### config.mk
export PLATFORM = sky130hd
export DESIGN_NAME = multi_counter_fsm
export DESIGN_NICKNAME = d
export VERILOG_FILES = /design/src/rtl/multi_counter_fsm.sv
export SDC_FILE = /design/constraint.sdc
export NUM_CORES = 1
export LEC_CHECK = 0
export ABC_CLOCK_PERIOD_IN_PS = 2600
export BUFFER_PORTS_ARGS = -buffer_cell sky130_fd_sc_hd__buf_2
export CAP_MARGIN = 10
export CORE_ASPECT_RATIO = 2
export CORE_MARGIN = 1.5
export CORE_UTILIZATION = 30
export DETAILED_ROUTE_END_ITERATION = 12
export PLACE_DENSITY = 0.48
export SYNTH_ARGS = -nofsm -noshare
export SYNTH_HDL_FRONTEND = slang
export SYNTH_SLANG_ARGS = --single-unit
### constraint.sdc
create_clock -name clk -period 2.6 [get_ports clk]
set_input_delay 0.26 -clock clk [delete_from_list [all_inputs] [get_ports clk]]
set_output_delay 0.26 -clock clk [all_outputs]
set_load 0.01 [all_outputs]
### src/rtl/multi_counter_fsm.sv
// multi_counter_fsm: NUM_CH independent "run for N ticks, then pulse done"
// sequencers. Every channel has its own captured terminal count, its mode
// (one-shot or auto-reload) and an IDLE/RUN/DONE state machine. All channels
// advance only on the shared tick enable.
module multi_counter_fsm #(
  parameter int CNT_WIDTH = 7,
  parameter int NUM_CH    = 4
) (
  input  logic                          clk,
  input  logic                          rst_n,
  input  logic                          tick_i,
  input  logic [NUM_CH-1:0]             start_i,
  input  logic [NUM_CH-1:0]             abort_i,
  input  logic [NUM_CH-1:0]             mode_i,
  input  logic [NUM_CH*CNT_WIDTH-1:0]   cnt_val_i,
  output logic [NUM_CH-1:0]             idle_o,
  output logic [NUM_CH-1:0]             run_o,
  output logic [NUM_CH-1:0]             done_o,
  output logic [NUM_CH*CNT_WIDTH-1:0]   cnt_o,
  output logic                          any_done_o
);

  typedef enum logic [1:0] {
    ST_IDLE = 2'd0,
    ST_RUN  = 2'd1,
    ST_DONE = 2'd2
  } state_e;

  localparam logic [CNT_WIDTH-1:0] CNT_ONE = CNT_WIDTH'(1);

  for (genvar ch = 0; ch < NUM_CH; ch++) begin : g_ch

    state_e               state_q, state_d;
    logic [CNT_WIDTH-1:0] val_q, val_d;
    logic                 mode_q, mode_d;
    logic [CNT_WIDTH-1:0] cnt_q, cnt_d;

    logic [CNT_WIDTH-1:0] val_in;
    logic                 last_tick;
    logic                 idle_s, run_s, done_s;
    logic [CNT_WIDTH-1:0] cnt_s;

    assign val_in = cnt_val_i[ch*CNT_WIDTH +: CNT_WIDTH];

    // The RUN phase ends on the tick that would take the count to val_q.
    // val_q is never 0 in RUN, so the subtraction never wraps in use.
    assign last_tick = (cnt_q == (val_q - CNT_ONE));

    // State and captured-register storage, cleared by the async reset.
    always_ff @(posedge clk or negedge rst_n) begin
      if (!rst_n) begin
        state_q <= ST_IDLE;
        val_q   <= '0;
        mode_q  <= 1'b0;
        cnt_q   <= '0;
      end else begin
        // NOTE: non-blocking assignments keep every register updating from
        // the pre-edge values, independent of statement order.
        state_q <= state_d;
        val_q   <= val_d;
        mode_q  <= mode_d;
        cnt_q   <= cnt_d;
      end
    end

    // Next-state and next-register values; abort beats start beats count.
    always_comb begin
      // NOTE: hold-by-default assignments first so no path through the case
      // leaves a variable unassigned, which would infer a latch.
      state_d = state_q;
      val_d   = val_q;
      mode_d  = mode_q;
      cnt_d   = cnt_q;

      case (state_q)
        ST_IDLE: begin
          if (!abort_i[ch] && start_i[ch]) begin
            val_d   = val_in;
            mode_d  = mode_i[ch];
            cnt_d   = '0;
            state_d = (val_in != '0) ? ST_RUN : ST_DONE;
          end
        end

        ST_RUN: begin
          if (abort_i[ch]) begin
            state_d = ST_IDLE;
            cnt_d   = '0;
          end else if (tick_i) begin
            if (last_tick) begin
              state_d = ST_DONE;
              cnt_d   = '0;
            end else begin
              cnt_d   = cnt_q + CNT_ONE;
            end
          end
        end

        ST_DONE: begin
          cnt_d = '0;
          if (abort_i[ch]) begin
            state_d = ST_IDLE;
          end else if (start_i[ch]) begin
            val_d   = val_in;
            mode_d  = mode_i[ch];
            state_d = (val_in != '0) ? ST_RUN : ST_DONE;
          end else if (mode_q) begin
            // Auto-reload: a zero count keeps pulsing done every cycle.
            state_d = (val_q != '0) ? ST_RUN : ST_DONE;
          end else begin
            state_d = ST_IDLE;
          end
        end

        default: begin
          state_d = ST_IDLE;
          cnt_d   = '0;
        end
      endcase
    end

    // Status outputs decode the state register directly.
    always_comb begin
      idle_s = 1'b0;
      run_s  = 1'b0;
      done_s = 1'b0;
      cnt_s  = '0;
      case (state_q)
        ST_RUN: begin
          run_s = 1'b1;
          cnt_s = cnt_q;
        end
        ST_DONE: done_s = 1'b1;
        default: idle_s = 1'b1;
      endcase
    end

    assign idle_o[ch]                         = idle_s;
    assign run_o[ch]                          = run_s;
    assign done_o[ch]                         = done_s;
    assign cnt_o[ch*CNT_WIDTH +: CNT_WIDTH]   = cnt_s;

  end : g_ch

  assign any_done_o = |done_o;

endmodule : multi_counter_fsm

# Word level (Yosys, flattened, before mapping)
# Cells that the tools add are included.
[word_totals]
reg_bits = 68
in_bits = 43
word_cells = 205
[op_classes]
addsub = 8
n_eq_ne = 32
muxes = 108
reduce_logical = 41
[op_table]
columns = ["cell", "n"]
rows = [
  ["2-to-1 mux 7 bit", 32],
  ["one-hot mux 7 bit (2 select lines)", 8],
  ["2-to-1 mux 2 bit", 36],
  ["nonzero test 7 bit", 8],
  ["adder 7 x 1 -> 7 bit (second input constant)", 4],
  ["== test 7 bit", 4],
  ["subtractor 7 x 1 -> 7 bit (second input constant)", 4],
  ["2-to-1 mux 1 bit", 24],
  ["!= test 2 bit (second input constant)", 12],
  ["!= test 3 bit (second input constant)", 8],
  ["one-hot mux 2 bit (3 select lines)", 4],
  ["AND reduction 4 bit", 4],
  ["AND reduction 3 bit", 4],
  ["== test 2 x 1 -> 1 bit (second input constant)", 4],
  ["== test 2 bit (second input constant)", 4],
  ["logical NOT 2 bit", 4],
  ["one-hot mux 1 bit (2 select lines)", 4],
  ["AND reduction 2 bit", 4],
  ["nonzero test 2 bit", 4],
  ["OR reduction 2 bit", 4],
  ["logical AND 1 bit", 4],
  ["logical NOT 1 bit", 4],
  ["OR reduction 4 bit", 1],
]

# Longest topological paths before layout
[depth]
word_depth = 6
mapped_depth = 9
mapped_depth_nobuf = 8

# Worst setup path before layout
# Ideal clock, no wire load.
[synth_timing]
path_type = "register -> register"
start = "register g_ch[2].val_q[0]"
end = "register g_ch[2].state_q[0]"
t_arrival_ns = 2.281
slack_ns = 0.239
stages_incl_launch_ff = 7
path_buffers = 0
cell_sequence = "dfrtp_1 > or4_1 > or3_1 > a2111oi_1 > a31oi_1 > or3_4 > o22ai_2"
[synth_between]
elab_chain_len = 6
word_cells_on_any_way = 10
cone_classes = "add/sub: 1; eq/ne: 2; mux: 5; reduce/logical: 2"
[synth_rtl]
columns = ["item", "line_no", "source"]
rows = [
  ["start, declared", "34", "logic [CNT_WIDTH-1:0] val_q, val_d;"],
  ["start signal, assigned", "60", "val_q <= val_d;"],
  ["parallel branches: the longest is 6 deep, another holds subtractor 7 x 1 -> 7 bit", "n/a", ""],
  ["end signal, assigned", "59", "state_q <= state_d;"],
  ["end, declared", "33", "state_e state_q, state_d;"],
]
# Parallel ways; which one is timed is not known.
# A chain may end at the register's enable or synchronous reset.

# Final worst setup path
[layout_timing]
start = "register g_ch[2].val_q[1]"
end = "register g_ch[2].state_q[0]"
# The elaborated chain is that of the path after synthesis.

==> reports/summary.md <==
Among cell families on the critical path, the largest total delay comes from simple AND/OR/NAND/NOR gates. In the synthesized netlist the dominant register cell turns out to be sky130_fd_sc_hd__dfrtp_1. Static timing analysis puts the maximum clock frequency at 402 MHz.

TritonCTS built the clock tree. The power density relative to cell area was 1060 nW/µm². The data arrival time of the critical path was 2740 ps.

The worst setup path is of the reg -> reg kind. No sink is reached through more buffers than the 2 on the longest clock path. The cell with the largest stage delay on the worst path was sky130_fd_sc_hd__or4_1. The time the worst path needs with I/O delays and setup came out at 2490 ps. The actual slew at the worst max-slew pin is 702 ps. The critical path contains buffers and inverters numbering 0 combined. The share of the clock period used by the worst path is 0.958, and the final count of pins violating max slew is 0. For the final database, setup skew stands at 5.14 ps. The most used standard cell by instance count after synthesis was sky130_fd_sc_hd__dfrtp_1. Counting the buffers created by CTS gives 9.

Via count normalized by instance count: 4.84. The switching power total was 2.24 mW. Setup violations remaining at the end of the flow were counted as 0. The first global-routing pass estimated 18600 µm of wire. The top-area cell type share of the netlist area was 0.377; the combinational share of power was 0.453. Number of placement rows: 63. The area of the core is 14700 µm², and the global placer's final weighted congestion is 0.786. The die covers 15800 µm². The internal portion of the total power is 3.59 mW. The largest total area in the synthesized netlist belongs to sky130_fd_sc_hd__dfrtp_1. The cell area after layout is 5500 µm². The mapped cell area was 4510 µm². After routing, the total negative slack on setup checks comes to 0 ps. The signal on the critical path passes through or4_1 > or3_1 > a2111oi_1 > a31oi_1 > or3_4 > o22ai_2. Post-synthesis area per instance: 9.39 µm². The max-capacitance violation count was 0. The number of hold violations in the final report was 0. The startpoint class of the critical path is a register. The biggest cell delay along the critical path is 520 ps, and the initial detailed-routing violation count is 127. The count of buffers inserted at the top-level ports is 83.

The worst hold path belongs to the class in -> reg. The number of nets handed over by synthesis was 551. The repair_antennas step left the layout with diodes totalling 0. The height of the die works out to 176 µm.

In this run the count of I/O pins placed on the die edge is 84. Share of synthesized area occupied by flip-flops and latches: 0.377. Counting the fill cells in the layout gives 1535. Number of antenna violations at the first check in global routing: 0. The area growth from synthesis to layout is 21.9%.

The die width is 89.7 µm. Summed over all layers, the global routing overflow is 0. The tools report the total length of routed wires as 11800 µm.

The pre-antenna-repair detailed-routing pass consisted of 6 iterations. The proportion of register bits with asynchronous set or reset after synthesis was 1.00; the maximum net fanout on the critical path was 4. The total leakage power was 2.52 nW; the gate count of the mapped netlist was 480.

Yosys printed 0 warnings. After clock tree synthesis, the clock-pin slew on the worst setup and hold paths is 60 ps. The clock net in this run drives a total of 68 sinks. The run gives 3709 as the total via count after detailed routing.

The synthesized design contains 68 register bits. After synthesis, the cell types taking the most area are sky130_fd_sc_hd__dfrtp_1 (38%), sky130_fd_sc_hd__ha_1 (7.8%), sky130_fd_sc_hd__mux2_2 (7.0%). The pin count of the biggest net entering global routing was 46.

The buffer cell driving the clock tree root was sky130_fd_sc_hd__clkbuf_16. The average detailed-routed wire length per instance was 15.5 µm. The kind of end point of the critical path is a register.

Portion of total power attributed to the clock network: 0.234. The register share of total power came out at 0.313. The flow ran to the end, and the final reports show no timing, DRC or antenna violations. The maximum level of the CTS H-tree is 3, and the post-place instance area is 5140 µm². The logs give 0.156 for the global router's overall resource usage and 9450 µm for the half-perimeter wire length of the detailed placement result. The number of enable-type register cells in the synthesized netlist was 0. The count of nets left with antenna violations once routing finished came out at 0. Setup repair after global routing left no endpoint under its margin.

The number of nets in the finished design is 637. The tools report the post-synthesis cell type count as 46. Counting instances in the post-synthesis netlist gives the leading cell types as sky130_fd_sc_hd__dfrtp_1 (68), sky130_fd_sc_hd__nand2_1 (38), sky130_fd_sc_hd__nor2_1 (36), sky130_fd_sc_hd__xnor2_1 (34), sky130_fd_sc_hd__and2_1 (30).

In this run, post-CTS repair resized a total of 0 instances. The data required time at the worst endpoint is 2850 ps, and the switching share of total power is 0.385. The remaining routing DRC violations was 0. The worst-case IR drop observed on VDD is 0.000332 V. The fraction of final layout cells with drive strength greater than 1 came out at 0.250. The via count of the first global-routing pass came out at 3879.

For the worst-skew pair later-pin latency, the log shows 330 ps. For the initial cell density of the core, the log shows 0.306. The internal reg-to-reg setup slack was 110 ps. The tightest slew margin relative to the limit is 0.530.
-- cell families (layout without fill, tap and decap cells) --
family / after synthesis / count (layout) / share of synthesized area
compound gates: 62 / 62 / 0.0902
xor+xnor: 55 / 55 / 0.107
fa+ha+maj: 28 / 28 / 0.0777
buf+inv: 49 / 140 / 0.0508
flops: 68 / 68 / 0.377
mux: 31 / 31 / 0.0766
simple gates: 187 / 187 / 0.221
-- stage by stage --
step / power [mW] / instances / util / hold slack [ps] / setup WS [ps]
3_5_place_dp: 4.52 / 748 / 0.349 / 306 / 96.5
3_3_place_gp: 4.46 / 748 / 0.349 / 297 / 117
5_1_grt: 6.30 / 766 / 0.373 / 145 / 0.361
4_1_cts: 5.92 / 765 / 0.372 / 132 / 67.6
2_1_floorplan: 3.78 / 480 / - / -35.6 / 239
6_report: 5.83 / 766 / 0.373 / 146 / 110
-- layout make-up --
type                    instances  area, µm²  share of cell area
clock inverters                 5       82.6              0.0150
multi-input cells             363       2580               0.469
inverters                      27        101              0.0184
flip-flops and latches         68       1700               0.310
well taps                     195        244              0.0444
repair buffers                 97        536              0.0974
clock buffers                  11        253              0.0460
-- final timing paths --
kind / from / endpoint / depth (start not counted)
worst max register to register: g_ch[2].val_q[1] / g_ch[2].state_q[0] / 6
worst max-delay path: g_ch[2].val_q[1] / g_ch[2].state_q[0] / 6
worst min register to register: g_ch[2].mode_q / g_ch[2].mode_q / 1
min in group asynchronous: rst_n / g_ch[0].cnt_q[4] / 2
worst min-delay path: cnt_val_i[7] / g_ch[1].val_q[0] / 3
max in group asynchronous: rst_n / g_ch[2].val_q[1] / 3
-- power by group through the flow --
stage	Sequential, mW	Combinational, mW	Clock (mW)
finish	1.83	2.64	1.36
global route	1.88	2.96	1.46
CTS	1.83	2.68	1.40
detailed placement	1.85	2.67	0
global placement	1.84	2.62	0
floorplan	1.69	2.09	0
-- per-layer routing --
layer  share of wire  GRT usage  routed length (µm)  up-vias
li1                -          -                   -     1815
met1            0.37      0.153                4350     1795
met2            0.57      0.301                6780       78
met3           0.033     0.0276                 396       21
met4           0.027     0.0712                 320        0
met5               0          0                   0        -
-- sequential cells by signal, indices dropped and copies added, names as in the netlist --
register      cells
g_ch.cnt_q       28
g_ch.val_q       28
g_ch.state_q      8
g_ch.mode_q       4
-- cell usage in the layout, fill, tap and decap left out, types with 3 or more instances in the layout --
master                      instances
sky130_fd_sc_hd__or3_1              4
sky130_fd_sc_hd__o21ai_0           20
sky130_fd_sc_hd__xor2_1            21
sky130_fd_sc_hd__nand4_1            9
sky130_fd_sc_hd__nand3b_1           5
sky130_fd_sc_hd__nor2_1            36
sky130_fd_sc_hd__mux2i_1            3
sky130_fd_sc_hd__a31oi_1            4
sky130_fd_sc_hd__nor4_1            10
sky130_fd_sc_hd__a21oi_1            6
sky130_fd_sc_hd__or4_1              5
sky130_fd_sc_hd__and2_1            30
sky130_fd_sc_hd__xnor2_1           34
sky130_fd_sc_hd__buf_2             83
sky130_fd_sc_hd__ha_1              28
sky130_fd_sc_hd__a22oi_1            6
sky130_fd_sc_hd__nor4b_1            3
sky130_fd_sc_hd__mux2_2            28
sky130_fd_sc_hd__inv_1             27
sky130_fd_sc_hd__clkbuf_16          9
sky130_fd_sc_hd__dfrtp_1           68
sky130_fd_sc_hd__nand2_1           38
sky130_fd_sc_hd__nand3_1            9
sky130_fd_sc_hd__o22ai_1            4
sky130_fd_sc_hd__and3_1             5
sky130_fd_sc_hd__o21bai_1           3
sky130_fd_sc_hd__buf_4             12
sky130_fd_sc_hd__nand2b_1          17
sky130_fd_sc_hd__nor3_1            10
-- worst min-delay path, delay by kind of cell --
kind,cells,cell delay (ps)
buf+inv,1,90
compound gates,1,60
simple gates,1,40
-- repair_timing --
item                       in CTS  in global routing
setup endpoints to repair       0                  4
buffers inserted                0                  1
hold endpoints to repair       23                  0
hold buffers                    1                  0
Note: power is estimated with default switching activity, not from simulation.
